## config.mk

```make
export PLATFORM = sky130hd
export DESIGN_NAME = dice_roll_ctrl
export DESIGN_NICKNAME = d
export VERILOG_FILES = /design/src/rtl/dice_roll_ctrl.sv
export SDC_FILE = /design/constraint.sdc
export NUM_CORES = 1
export LEC_CHECK = 0
export BUFFER_PORTS_ARGS = -buffer_cell sky130_fd_sc_hd__clkbuf_2
export CAP_MARGIN = 20
export CORE_MARGIN = 1
export CORE_UTILIZATION = 53
export DETAILED_ROUTE_END_ITERATION = 8
export PLACE_DENSITY = 0.8
export SLEW_MARGIN = 20
export SYNTH_ARGS = -nofsm -noshare
export SYNTH_HDL_FRONTEND = slang
export SYNTH_SLANG_ARGS = --single-unit
```

## constraint.sdc

```tcl
create_clock -name clk -period 17.82 [get_ports clk]
set_input_delay 1.782 -clock clk [delete_from_list [all_inputs] [get_ports clk]]
set_output_delay 1.782 -clock clk [all_outputs]
set_load 0.02 [all_outputs]
```

## src/rtl/dice_roll_ctrl.sv

```systemverilog
// dice_roll_ctrl
//
// Turns a roll request (die type, dice count) into a dice sum. It draws
// decimal digits from the dice random generator and uses rejection sampling
// so that each face is equally likely. The result is registered, with a
// one-cycle valid pulse.
//
// d4/d6/d8/d10 use one digit per attempt. d12/d20/d100 use two digits per
// attempt (hi then lo), forming v = hi*10 + lo. An attempt is accepted when
// every digit is <= 9 and v is below the die's limit. The attempt that
// reaches MAX_TRIES is accepted anyway, and the roll is flagged as biased.
// Each accepted die advances tap_sel (0..6) to stir the generator.
//
// Parameters:
//   SAMPLE_GAP  idle cycles before every digit sample (0..15)
//   MAX_TRIES   attempts per die before forced acceptance (1..255)
//
// Ports:
//   clk           system clock
//   reset         synchronous, active-high reset
//   roll_req      start a roll (sampled only when idle)
//   die_sel       0:d4 1:d6 2:d8 3:d10 4:d12 5:d20 6:d100 7:d10
//   num_dice      dice per roll, 0 treated as 1
//   rnd_in        random digit from generator (nominally 0..9)
//   tap_sel       tap-select to generator
//   busy          roll in progress
//   result        dice sum of the last completed roll
//   result_valid  one-cycle pulse when result updates
//   biased        last roll contained at least one force-accepted die
module dice_roll_ctrl #(
  parameter int unsigned SAMPLE_GAP = 1,
  parameter int unsigned MAX_TRIES  = 8
) (
  input  logic       clk,
  input  logic       reset,
  input  logic       roll_req,
  input  logic [2:0] die_sel,
  input  logic [2:0] num_dice,
  input  logic [3:0] rnd_in,
  output logic [2:0] tap_sel,
  output logic       busy,
  output logic [9:0] result,
  output logic       result_valid,
  output logic       biased
);

  localparam bit         GapEn   = (SAMPLE_GAP != 0);
  localparam logic [3:0] GapLast = 4'((SAMPLE_GAP == 0) ? 0 : SAMPLE_GAP - 1);
  localparam logic [7:0] TryLast = 8'((MAX_TRIES == 0) ? 0 : MAX_TRIES - 1);

  typedef enum logic [2:0] {
    StIdle,
    StGap,
    StDigHi,
    StDigLo,
    StDone
  } state_e;

  state_e     state_q;
  logic [2:0] die_q;
  logic [2:0] dice_left_q;
  logic [3:0] gap_cnt_q;
  logic [3:0] hi_q;
  logic       hi_bad_q;
  logic       lo_phase_q;    // the pending gap leads into DIG_LO, not DIG_HI
  logic [7:0] try_cnt_q;     // rejected attempts on the current die
  logic [9:0] sum_q;

  // Die decode
  logic       two_digit;
  logic [7:0] modulus;
  logic [7:0] limit;

  always_comb begin
    two_digit = 1'b0;
    modulus   = 8'd10;
    limit     = 8'd10;
    unique case (die_q)
      3'd0: begin
        modulus = 8'd4;
        limit   = 8'd8;
      end
      3'd1: begin
        modulus = 8'd6;
        limit   = 8'd6;
      end
      3'd2: begin
        modulus = 8'd8;
        limit   = 8'd8;
      end
      3'd4: begin
        two_digit = 1'b1;
        modulus   = 8'd12;
        limit     = 8'd96;
      end
      3'd5: begin
        two_digit = 1'b1;
        modulus   = 8'd20;
        limit     = 8'd100;
      end
      3'd6: begin
        two_digit = 1'b1;
        modulus   = 8'd100;
        limit     = 8'd100;
      end
      default: begin
        // d10 (codes 3 and 7)
        two_digit = 1'b0;
        modulus   = 8'd10;
        limit     = 8'd10;
      end
    endcase
  end

  // Attempt evaluation. It is only meaningful in a deciding digit state.
  logic [7:0] value;
  logic [7:0] value_mod;
  logic [7:0] face;
  logic       digit_bad;
  logic       in_range;
  logic       force_acc;
  logic       accept;

  always_comb begin
    if (state_q == StDigLo) begin
      value     = ({4'd0, hi_q} * 8'd10) + {4'd0, rnd_in};
      digit_bad = hi_bad_q | (rnd_in > 4'd9);
    end else begin
      value     = {4'd0, rnd_in};
      digit_bad = (rnd_in > 4'd9);
    end
    in_range  = !digit_bad && (value < limit);
    force_acc = (try_cnt_q >= TryLast);
    accept    = in_range | force_acc;
    value_mod = value % modulus;
    face      = value_mod + 8'd1;
  end

  always_ff @(posedge clk) begin
    if (reset) begin
      state_q      <= StIdle;
      die_q        <= '0;
      dice_left_q  <= '0;
      gap_cnt_q    <= '0;
      hi_q         <= '0;
      hi_bad_q     <= 1'b0;
      lo_phase_q   <= 1'b0;
      try_cnt_q    <= '0;
      sum_q        <= '0;
      tap_sel      <= '0;
      busy         <= 1'b0;
      result       <= '0;
      result_valid <= 1'b0;
      biased       <= 1'b0;
    end else begin
      result_valid <= 1'b0;
      unique case (state_q)
        StIdle: begin
          if (roll_req) begin
            die_q       <= die_sel;
            dice_left_q <= (num_dice == 3'd0) ? 3'd1 : num_dice;
            sum_q       <= '0;
            try_cnt_q   <= '0;
            biased      <= 1'b0;
            busy        <= 1'b1;
            lo_phase_q  <= 1'b0;
            gap_cnt_q   <= '0;
            state_q     <= GapEn ? StGap : StDigHi;
          end
        end

        StGap: begin
          if (gap_cnt_q == GapLast) begin
            gap_cnt_q <= '0;
            state_q   <= lo_phase_q ? StDigLo : StDigHi;
          end else begin
            gap_cnt_q <= gap_cnt_q + 4'd1;
          end
        end

        StDigHi, StDigLo: begin
          gap_cnt_q <= '0;
          if ((state_q == StDigHi) && two_digit) begin
            // First digit of a two-digit attempt. The decision waits for lo.
            hi_q       <= rnd_in;
            hi_bad_q   <= (rnd_in > 4'd9);
            lo_phase_q <= 1'b1;
            state_q    <= GapEn ? StGap : StDigLo;
          end else begin
            lo_phase_q <= 1'b0;
            state_q    <= GapEn ? StGap : StDigHi;
            if (accept) begin
              sum_q     <= sum_q + {2'b00, face};
              tap_sel   <= (tap_sel == 3'd6) ? 3'd0 : tap_sel + 3'd1;
              try_cnt_q <= '0;
              if (!in_range) begin
                biased <= 1'b1;
              end
              if (dice_left_q == 3'd1) begin
                state_q <= StDone;
              end else begin
                dice_left_q <= dice_left_q - 3'd1;
              end
            end else begin
              try_cnt_q <= try_cnt_q + 8'd1;
            end
          end
        end

        StDone: begin
          result       <= sum_q;
          result_valid <= 1'b1;
          busy         <= 1'b0;
          state_q      <= StIdle;
        end

        default: begin
          state_q <= StIdle;
        end
      endcase
    end
  end

endmodule
```

* Word-level counts from Yosys, hierarchy flattened
Cells that the tools add are included.
Widths: inputs -> output; s select.
** Word-level totals
- Bits in registers :: 53
- Input port bits :: 13
- Output and inout port bits :: 16
** Cells by class
- $add $sub $neg :: 7
- Multiply operators :: 1
- Div/mod/pow operators :: 1
- Magnitude comparators :: 3
- Equal/unequal tests :: 17
- Multiplexer cells :: 40
- Bitwise gates (word level) :: 3
- Reductions and logical operators :: 25
** Operators with widths (number)
- $pmux 7 s6 :: 1
- $mux 3 :: 11
- $mux 8 :: 4
- $mux 10 :: 3
- $pmux 7 s4 :: 1
- $pmux 10 s2 :: 1
- $add 8x1->8 const B :: 2
- $pmux 8 s2 :: 1
- $eq 3x3->1 const B :: 5
- $ne 2x2->1 const B :: 6
- $pmux 4 s3 :: 1
- $reduce_and 2->1 :: 6
- $add 10x8->10 :: 1
- $mux 1 :: 10
- $reduce_and 5->1 :: 2
- $eq 3x1->1 const B :: 3
- $eq 3x2->1 const B :: 3
- $logic_not 3->1 :: 3
- $pmux 3 s3 :: 1
- $add 8x4->8 :: 1
- $ge 8x3->1 const B :: 1
- $lt 8x8->1 :: 1
- $mod 8x8->8 :: 1
- $mux 4 :: 2
- other kinds (18) :: 26

* Longest topological paths before layout
Gate-level depths: netlist (run 1).
- Word-level depth :: 9
- Depth in mapped cells :: 56

* Least setup slack after synthesis (run 1)
Ideal clock, no wire load.
- Path kind :: input to register
- Start :: input rnd_in[1]
- End :: register sum_q[8]
- Library setup time :: 0.070 ns
- Arrival time :: 12.602 ns
- Slack :: 5.148 ns
- Stages :: 53
- Path buffers :: 1
- Cell sequence :: ha_1 inv_1 fa_1 nand2b_1 a211oi_2 mux2_4 ha_1 o21a_1 o21a_1 o41ai_1 ha_1 o211ai_1 a22oi_1 o21ai_0 o21a_1 ha_1 o211a_1 o211a_1 [17 not listed] o21ai_0 a41o_1 nand3b_1 o32a_4 buf_6 nor2_1 a21oi_1 ha_1 inv_1 fa_1 inv_1 a21oi_1 o21bai_1 a31o_2 a21o_1 a21oi_1 or3_1 a21boi_1
** On the way
- Word-level cells in the longest chain between the ends :: 8
** RTL lines
- start: declaration :: line 39 : input logic [3:0] rnd_in,
- $add 8x4->8 / $gt 4x4->1 (equally long branches) :: line 126, 127, 130
- $mux 8 / $or 1x1->1 (equally long branches) :: line 125, 127
- $mod 8x8->8 / $mux 1 (equally long branches) :: line 135, 125
- $add 8x1->8 / $logic_not 1->1 (equally long branches) :: line 136, 132
- $add 10x8->10 / $logic_and 1x1->1 (equally long branches) :: line 193, 132
- $mux 10 / $or 1x1->1 (equally long branches) :: line 192, 134
- $mux 10 / $ne 2x2->1 (equally long branches)
- $pmux 10 s2 / $reduce_and 4->1 (equally long branches)
- end signal: assignment :: line 193 : sum_q <= sum_q + {2'b00, face};
- end: declaration :: line 67 : logic [9:0] sum_q;
Several ways; a longest one is shown, not always the timed one. The select of a mux whose other input is x is not followed.
A chain may end at the register's enable or synchronous reset.

* Worst setup path after layout (run 1)
- Start :: input rnd_in[1]
- End :: register sum_q[9]
Same word-level chain as after synthesis.

==> results of run 1 <==
==> layer usage <==
metal | vias to the layer above | GRT usage | wire, um
met5 | - | 0 | 0
met4 | 0 | 0.0713 | 179
met3 | 15 | 0.0209 | 593
met2 | 119 | 0.408 | 5450
met1 | 2084 | 0.300 | 5030
li1 | 2222 | - | -
==> Yosys cell counts, types with 4 or more instances <==
| cell type | number |
|---|---|
| a211o_1 | 5 |
| a211oi_1 | 4 |
| a21o_1 | 15 |
| a21oi_1 | 53 |
| and3_1 | 5 |
| clkbuf_1 | 11 |
| dfxtp_1 | 53 |
| ha_1 | 53 |
| inv_1 | 36 |
| mux2i_1 | 8 |
| nand2_1 | 63 |
| nand2b_1 | 9 |
| nand3_1 | 18 |
| nand3b_1 | 4 |
| nand4_1 | 7 |
| nor2_1 | 63 |
| nor3_1 | 14 |
| nor4_1 | 5 |
| o211ai_1 | 8 |
| o21a_1 | 17 |
| o21ai_0 | 20 |
| or3_1 | 8 |
| xnor2_1 | 19 |
| xor2_1 | 18 |
==> cell families after synthesis <==
kind of cell	count (synthesis)	share of synthesized area
buf+inv	56	0.0489
simple gates	218	0.218
xor+xnor	37	0.0673
fa+ha+maj	56	0.150
mux	14	0.0325
flops	53	0.220
compound gates	171	0.263
==> registers in the layout, indices dropped and copies added, names as in the netlist <==
register / count
sum_q: 10
hi_q: 4
try_cnt_q: 8
result_valid: 1
lo_phase_q: 1
die_q: 3
tap_sel: 3
busy: 1
hi_bad_q: 1
biased: 1
dice_left_q: 3
result: 10
gap_cnt_q: 4
state_q: 3
==> cell usage in the layout (no fill, tap or decap), types with 19 or more instances in the layout <==
master    instances
nor2_1           63
nand2_1          63
a21oi_1          53
ha_1             53
dfxtp_1          53
inv_1            36
clkbuf_2         28
o21ai_0          20
xnor2_1          19
==> worst max-delay path by stage <==
stage | cells past startpoint | end | start
2_1_floorplan | 53 | sum_q[8] | rnd_in[1]
3_3_place_gp | 52 | sum_q[9] | rnd_in[1]
3_5_place_dp | 52 | sum_q[9] | rnd_in[1]
4_1_cts | 52 | sum_q[9] | rnd_in[1]
5_1_grt | 52 | sum_q[9] | rnd_in[1]
6_report | 52 | sum_q[9] | rnd_in[1]
==> worst register-to-register path, delay by kind of cell (launching register included) <==
kind	cells	cell delay, ns
xor gates and xnor gates	1	0.16
adders and majority gates	11	3.62
AOI/OAI and AO/OA	24	6.19
and+or+nand+nor	12	2.23
buffers and inverters	1	0.06
DFF	1	0.42
muxes	2	0.62
==> area by class of cell <==
type                       instances  area (um^2)  share of cell area
tap                              108          135              0.0264
timing repair buffer              29          148              0.0288
sequential                        53         1060               0.207
clock inverter                     2         38.8             0.00757
clock buffer                       6         72.6              0.0142
inverter                          38          143              0.0279
multi-input combinational        496         3520               0.688
==> metrics by stage <==
| stage | setup WS (ns) | total power, mW |
|---|---|---|
| 2_1_floorplan | 5.15 | 0.879 |
| 3_3_place_gp | 4.06 | 0.987 |
| 3_5_place_dp | 3.54 | 1.01 |
| 4_1_cts | 3.85 | 1.10 |
| 5_1_grt | 2.82 | 1.21 |
| 6_report | 3.64 | 1.11 |
==> power by group <==
group	switching (mW)	internal (mW)
Combinational	0.521	0.380
Clock	0.0385	0.0422
Sequential	0.00776	0.125
Total	0.567	0.547
==> flow_summary.toml, run 1 <==
[min_path]
hp-class = "flop to flop"
worstHoldStart = "result[4]"
worstHoldEndpoint = "result[4]"
min_path_cells = 2

[timing]
final.min_clock_period_ns = 14.18
fmax_mhz = 70.5
maxSlewHeadroom = 0.410
tightest_slew_ns = 0.885
hold_viol_final = 0
drv_slew = 0
skew_ns = 0.00581
whs_ns = 0.461
fin_setup_tns_ns = 0
setup_violations = 0
rsz0062_at_grt = "no"
final.period_utilization = 0.795

[yosys]
synth-edff-count = 0
netlist_area_um2 = 4810
synth_cell_types = 78
synth_fp_nets = 674
yosysTopAreaCellShare = 0.220
ys_ff_latch = 53
syn_avg_cell_area_um2 = 7.96
yosys_warnings = 0
synth_flop_cell = "dfxtp_1"
yosysTopAreaCell = "dfxtp_1"
postSynthCellCount = 605
yosys-top-cells-area = "dfxtp_1 22%, ha_1 14%, a21oi_1 5.5%"
seq_area_frac_synth = 0.220
async_flop_share = 0

[critical_path]
start_kind = "input pin"
reg2reg_to = "sum_q[9]"
cp.required_ns = 18.06
reg2reg_depth = 51
critPathSlowestCell = "o41ai_1"
critPathBufInv = 3
critPathMaxFanout = 13
crit_type = "input pin to flop"
timing.rr.start = "hi_q[3]"
path_delay_family = "compound AO/OA/AOI/OAI gates"
endpoint_kind = "flop"
cpPeakStageDelay_ns = 0.64
r2r_slack_ns = 4.44
crit_path_frequent_cell = "ha_1"
cp.arrival_ns = 14.42

[pwr]
p_per_area_nw_per_um2 = 218
power.leakage_nw = 2.17
max-vdd-ir-drop_uv = 150

[floorplanning]
core_um2 = 8760
die_x_um = 97.3
num_rows = 34
dieArea_um2 = 9470
pin_count = 29
start_util = 0.549
die_h_um = 97.3

[final_layout]
fin_nets = 692
fin_area_um2 = 5120
antennaDiodeCount = 0
finalNonFillerCells = 732
area_growth_pct = 6.37
drive_gt1_frac = 0.111
fin_util = 0.584
fillCellCount = 799

[global_routing]
overflow = 0
grt_max_degree = 46
grt_pass1_vias = 4084
gr-usage-all-layers = 0.232
antenna_found_initial = 0
grt_pass1_wl_um = 18500

[clock_tree]
clk_latency_ns = 0.31
post_cts_buffers = 0
postCtsResizedCells = 0
clkTransAtPathRegs_ns = 0.09
clk_path_buf_depth = 2
cts_tree = "built"
clockRootBuffer = "clkbuf_8"
numCtsBuffers = 5
cts_max_level = 2
holdBufCountCts = 0
cts.sinks = 53

[drt]
drt-total-wl_um = 11300
drt_iter0_markers = 228
vias_per_cell = 6.07
antenna_left = 0
firstDrtPassIters = 5
vias = 4440
drc = 0
wl_per_cell_um = 15.4

[place]
placed_area_um2 = 5010
place_inst = 724
io_buffers = 28
routabilityCongestion = 0.901
place_hpwl_um = 8740

[run]
max-cap-violations = 0

[status]
outcome = "finished, final reports clean"
Power figures use the tool's default switching activity.
==> run 2, diff against run 1 <==
clock period = 14.69 ns   (was 17.82 ns; I/O delays follow)
==> run 2 against run 1 <==
Critical endpoint unchanged. Sequential power rose by 21%. Highest routed layer unchanged. Die area unchanged. Combinational power increased by 21%. Clock power increased by 28%. Via count is 0.90% higher. Largest power group unchanged. Power up 21%. Sequential share of layout area shrank 0.066 points. Largest cell class unchanged.
==> flow_summary.toml, run 2 (same netlist as run 1, synthesis figures left out) <==
[status]
outcome = "finished, final reports clean"

[timing]
hold_viol_final = 0
skew_ns = 0.00679
fmax_mhz = 73.4
setup_violations = 0
final.min_clock_period_ns = 13.63
final.period_utilization = 0.928
fin_setup_tns_ns = 0
tightest_slew_ns = 0.878
drv_slew = 0
whs_ns = 0.461
rsz0062_at_grt = "no"
maxSlewHeadroom = 0.414

[final_layout]
area_growth_pct = 6.70
fillCellCount = 796
fin_nets = 692
drive_gt1_frac = 0.114
largestRegisters = "result (10), sum_q (10), try_cnt_q (8)"
antennaDiodeCount = 0
layout_common_cells = "63 x nor2_1, 63 x nand2_1, 53 x a21oi_1, 53 x ha_1, 53 x dfxtp_1"

[critical_path]
start_kind = "input pin"
critPathMaxFanout = 13
cp.required_ns = 14.93
crit_type = "input pin to flop"
critPathBufInv = 3
crit_path_frequent_cell = "ha_1"
endpoint_kind = "flop"
cp.arrival_ns = 13.87
cpPeakStageDelay_ns = 0.53
path_delay_family = "compound AO/OA/AOI/OAI gates"
critPathSlowestCell = "a21oi_1"

[global_routing]
grt_pass1_vias = 4260
grt_pass1_wl_um = 19300
gr-usage-all-layers = 0.241
grtUsageMet3 = 0.0237
gr-usage-met1 = 0.311
grt_max_degree = 46
overflow = 0
top_usage_layer = "met2"
antenna_found_initial = 0
use_met2 = 0.430

[floorplanning]
num_rows = 34
core_um2 = 8760
pin_count = 29
start_util = 0.549
dieArea_um2 = 9470
die_x_um = 97.3
die_h_um = 97.3

[drt]
vias = 4480
drt_iter0_markers = 316
firstDrtPassIters = 5
antenna_left = 0
drc = 0
drt-total-wl_um = 11400
vias_per_cell = 6.12
wl_per_cell_um = 15.6

[clock_tree]
clk_latency_ns = 0.31
clockRootBuffer = "clkbuf_8"
holdBufCountCts = 0
cts.sinks = 53
clkTransAtPathRegs_ns = 0.09
numCtsBuffers = 5
clk_path_buf_depth = 2
post_cts_buffers = 0
postCtsResizedCells = 0
cts_tree = "built"
cts_max_level = 2

[pwr]
power_mw = 1.35
combPwrFrac = 0.804
swShare = 0.506
p_seq_frac = 0.120
power.switching_mw = 0.683
power.leakage_nw = 2.17
max-vdd-ir-drop_uv = 224
clkPwrFrac = 0.076
power.internal_mw = 0.666
p_per_area_nw_per_um2 = 263

[min_path]
hp-class = "flop to flop"

[place]
routabilityCongestion = 0.901
place_hpwl_um = 8770
io_buffers = 28

[run]
max-cap-violations = 0
-- run 2: worst register-to-register path, delay by kind of cell, from the launching register on --
| kind | cells | cell delay, ns |
|---|---|---|
| AO/OA/AOI/OAI | 24 | 6.05 |
| XOR/XNOR | 1 | 0.16 |
| adder cells (fa/ha/maj) | 11 | 3.57 |
| buffers and inverters | 1 | 0.06 |
| flip-flops | 1 | 0.42 |
| multiplexers | 2 | 0.62 |
| AND/OR/NAND/NOR | 12 | 2.37 |
-- run 2: routing by layer --
layer | vias to the layer above | wire (um)
met5 | - | 0
met4 | 0 | 163
met3 | 16 | 540
met2 | 129 | 5600
met1 | 2116 | 5090
li1 | 2219 | -
-- run 2: worst paths after layout --
| check | from | to | slack [ns] | depth (start not counted) |
|---|---|---|---|---|
| setup / recovery | rnd_in[1] | sum_q[9] | 1.06 | 52 |
| setup reg to reg | hi_q[3] | sum_q[9] | 1.38 | 51 |
| hold reg to reg | result[0] | result[0] | 0.46 | 2 |
| hold / removal | result[0] | result[0] | 0.46 | 2 |
-- run 2: layout make-up --
class / instances / area (um^2) / area share
Clock buffer: 6 / 82.6 / 0.0161
Clock inverter: 2 / 37.5 / 0.00731
Inverter: 38 / 143 / 0.0278
Multi-Input combinational cell: 496 / 3530 / 0.687
Sequential cell: 53 / 1060 / 0.207
Tap cell: 108 / 135 / 0.0263
Timing Repair Buffer: 29 / 148 / 0.0287
-- run 2: through the flow --
step | worst slack [ns] | cells | util | instance area, um^2
2_1_floorplan | 2.33 | 605 | - | 4810
3_3_place_gp | 1.24 | 724 | 0.571 | 5000
3_5_place_dp | 0.755 | 724 | 0.572 | 5010
4_1_cts | 1.06 | 732 | 0.585 | 5130
5_1_grt | 0.198 | 732 | 0.586 | 5140
6_report | 1.06 | 732 | 0.586 | 5140
-- run 2: power by group through the flow --
stage                     Clock, mW  Sequential, mW  Combinational [mW]
after floorplan                   0           0.161               0.905
final                         0.103           0.161                1.09
after global placement            0           0.164                1.03
after detailed placement          0           0.165                1.07
after CTS                     0.105           0.161                1.07
after global routing          0.110           0.163                1.20
==> run 3, diff against run 2 <==
PLACE_DENSITY = 0.76   (was 0.8)
==> run 3 against run 2 <==
Die area did not move. Power grew 0.12%. Sequential share of layout area up 0.13 points. Highest routed layer unchanged. Clock power shrank 15%. Count of clock-buffer cells in the layout shrank 1. Via count increased by 0.51%. Sequential power about the same. Global-route usage grew 0.49 points. Register-to-register slack about the same.
==> flow_summary.toml, run 3 (same netlist as run 1, synthesis figures left out) <==
[pwr]
p_per_area_nw_per_um2 = 265
power.leakage_nw = 2.16
max-vdd-ir-drop_uv = 172

[critical_path]
cp.required_ns = 14.94
crit_type = "input pin to flop"
critPathLaunch = "rnd_in[1]"
start_kind = "input pin"
cp.arrival_ns = 14.04
crit_path_frequent_cell = "ha_1"
cpPeakStageDelay_ns = 0.62
timing.rr.start = "hi_q[1]"
critPathSlowestCell = "o41ai_1"
endpoint_kind = "flop"
critPathMaxFanout = 13

[final_layout]
largestRegisters = "result (10), sum_q (10), try_cnt_q (8)"
fin_nets = 693
fin_util = 0.583
layout_common_cells = "63 x nor2_1, 63 x nand2_1, 53 x a21oi_1, 53 x ha_1, 53 x dfxtp_1"
antennaDiodeCount = 0
drive_gt1_frac = 0.112
fillCellCount = 807
area_growth_pct = 6.03

[clock_tree]
clkTransAtPathRegs_ns = 0.11
numCtsBuffers = 5
clockRootBuffer = "clkbuf_8"
cts_tree = "built"
holdBufCountCts = 0
postCtsResizedCells = 0
cts.sinks = 53
clk_latency_ns = 0.32
clk_path_buf_depth = 2
post_cts_buffers = 0
cts_max_level = 2

[floorplanning]
die_x_um = 97.3
pin_count = 29
start_util = 0.549
die_h_um = 97.3
num_rows = 34
dieArea_um2 = 9470
core_um2 = 8760

[global_routing]
antenna_found_initial = 0
overflow = 0
grt_pass1_vias = 4335
gr-usage-all-layers = 0.246
grt_pass1_wl_um = 19600
grt_max_degree = 46

[drt]
firstDrtPassIters = 4
drt_iter0_markers = 196
wl_per_cell_um = 15.8
vias_per_cell = 6.14
drt-total-wl_um = 11600
vias = 4503
antenna_left = 0
drc = 0

[place]
place_hpwl_um = 9030
dp_slack_ns = 0.784
routabilityCongestion = 0.911
io_buffers = 28

[timing]
fin_setup_tns_ns = 0
fin_ws_ns = 0.895
final.min_clock_period_ns = 13.79
setup_violations = 0
skew_ns = 0.0117
maxSlewHeadroom = 0.373
rsz0062_at_grt = "no"
tightest_slew_ns = 0.940
drv_slew = 0
final.period_utilization = 0.939
hold_viol_final = 0
fmax_mhz = 72.5

[run]
max-cap-violations = 0

[min_path]
worstHoldStart = "lo_phase_q"
hp-class = "flop to flop"

[status]
outcome = "finished, final reports clean"
-- run 3: cell types whose count changed in the layout (fill, tap and decap cells not counted), sizes merged --
cell      before  now
buf            1    2
bufinv         1    0
clkbuf        34   33
clkinvlp       1    2
inv           38   39
-- run 3: report_power, final --
group	internal [mW]	switching, mW
Combinational	0.461	0.641
Clock	0.0348	0.0525
Sequential	0.152	0.00983
-- run 3: worst paths after layout --
check                    end  slack [ns]  depth (start not counted)
hold / removal    lo_phase_q        0.46                          2
hold reg to reg   lo_phase_q        0.46                          2
setup / recovery    sum_q[9]        0.90                         52
setup reg to reg    sum_q[9]        1.39                         51
-- run 3: metrics by stage --
| step | cells | power (mW) | hold WS [ns] | cell area [um^2] |
|---|---|---|---|---|
| 2_1_floorplan | 605 | 1.07 | 0.433 | 4810 |
| 3_3_place_gp | 724 | 1.21 | 0.442 | 5000 |
| 3_5_place_dp | 725 | 1.24 | 0.446 | 5010 |
| 4_1_cts | 733 | 1.34 | 0.461 | 5100 |
| 5_1_grt | 733 | 1.46 | 0.486 | 5100 |
| 6_report | 733 | 1.35 | 0.462 | 5100 |
-- run 3: area by class of cell --
| cell class | count | area [um^2] | share of cell area |
|---|---|---|---|
| clock inverters | 3 | 26.3 | 0.00515 |
| multi-input cells | 496 | 3520 | 0.689 |
| well taps | 108 | 135 | 0.0265 |
| inverters | 38 | 143 | 0.0279 |
| repair buffers | 30 | 153 | 0.0299 |
| flip-flops and latches | 53 | 1060 | 0.208 |
| clock buffers | 5 | 68.8 | 0.0135 |
-- run 3: layer usage --
metal	GRT usage	up-vias	wire length, um	part of all wire
li1	-	2222	-	-
met1	0.313	2108	5120	0.44
met2	0.433	141	5630	0.49
met3	0.0266	32	560	0.048
met4	0.0803	0	276	0.024
met5	0	-	0	0
-- run 3: critical path: cells and delay by family --
kind	cells	cell delay [ns]
AO/OA/AOI/OAI	25	6.46
adder cells (fa/ha/maj)	10	3.12
AND/OR/NAND/NOR	10	1.68
multiplexers	3	0.94
buffers and inverters	3	0.24
XOR/XNOR	1	0.16
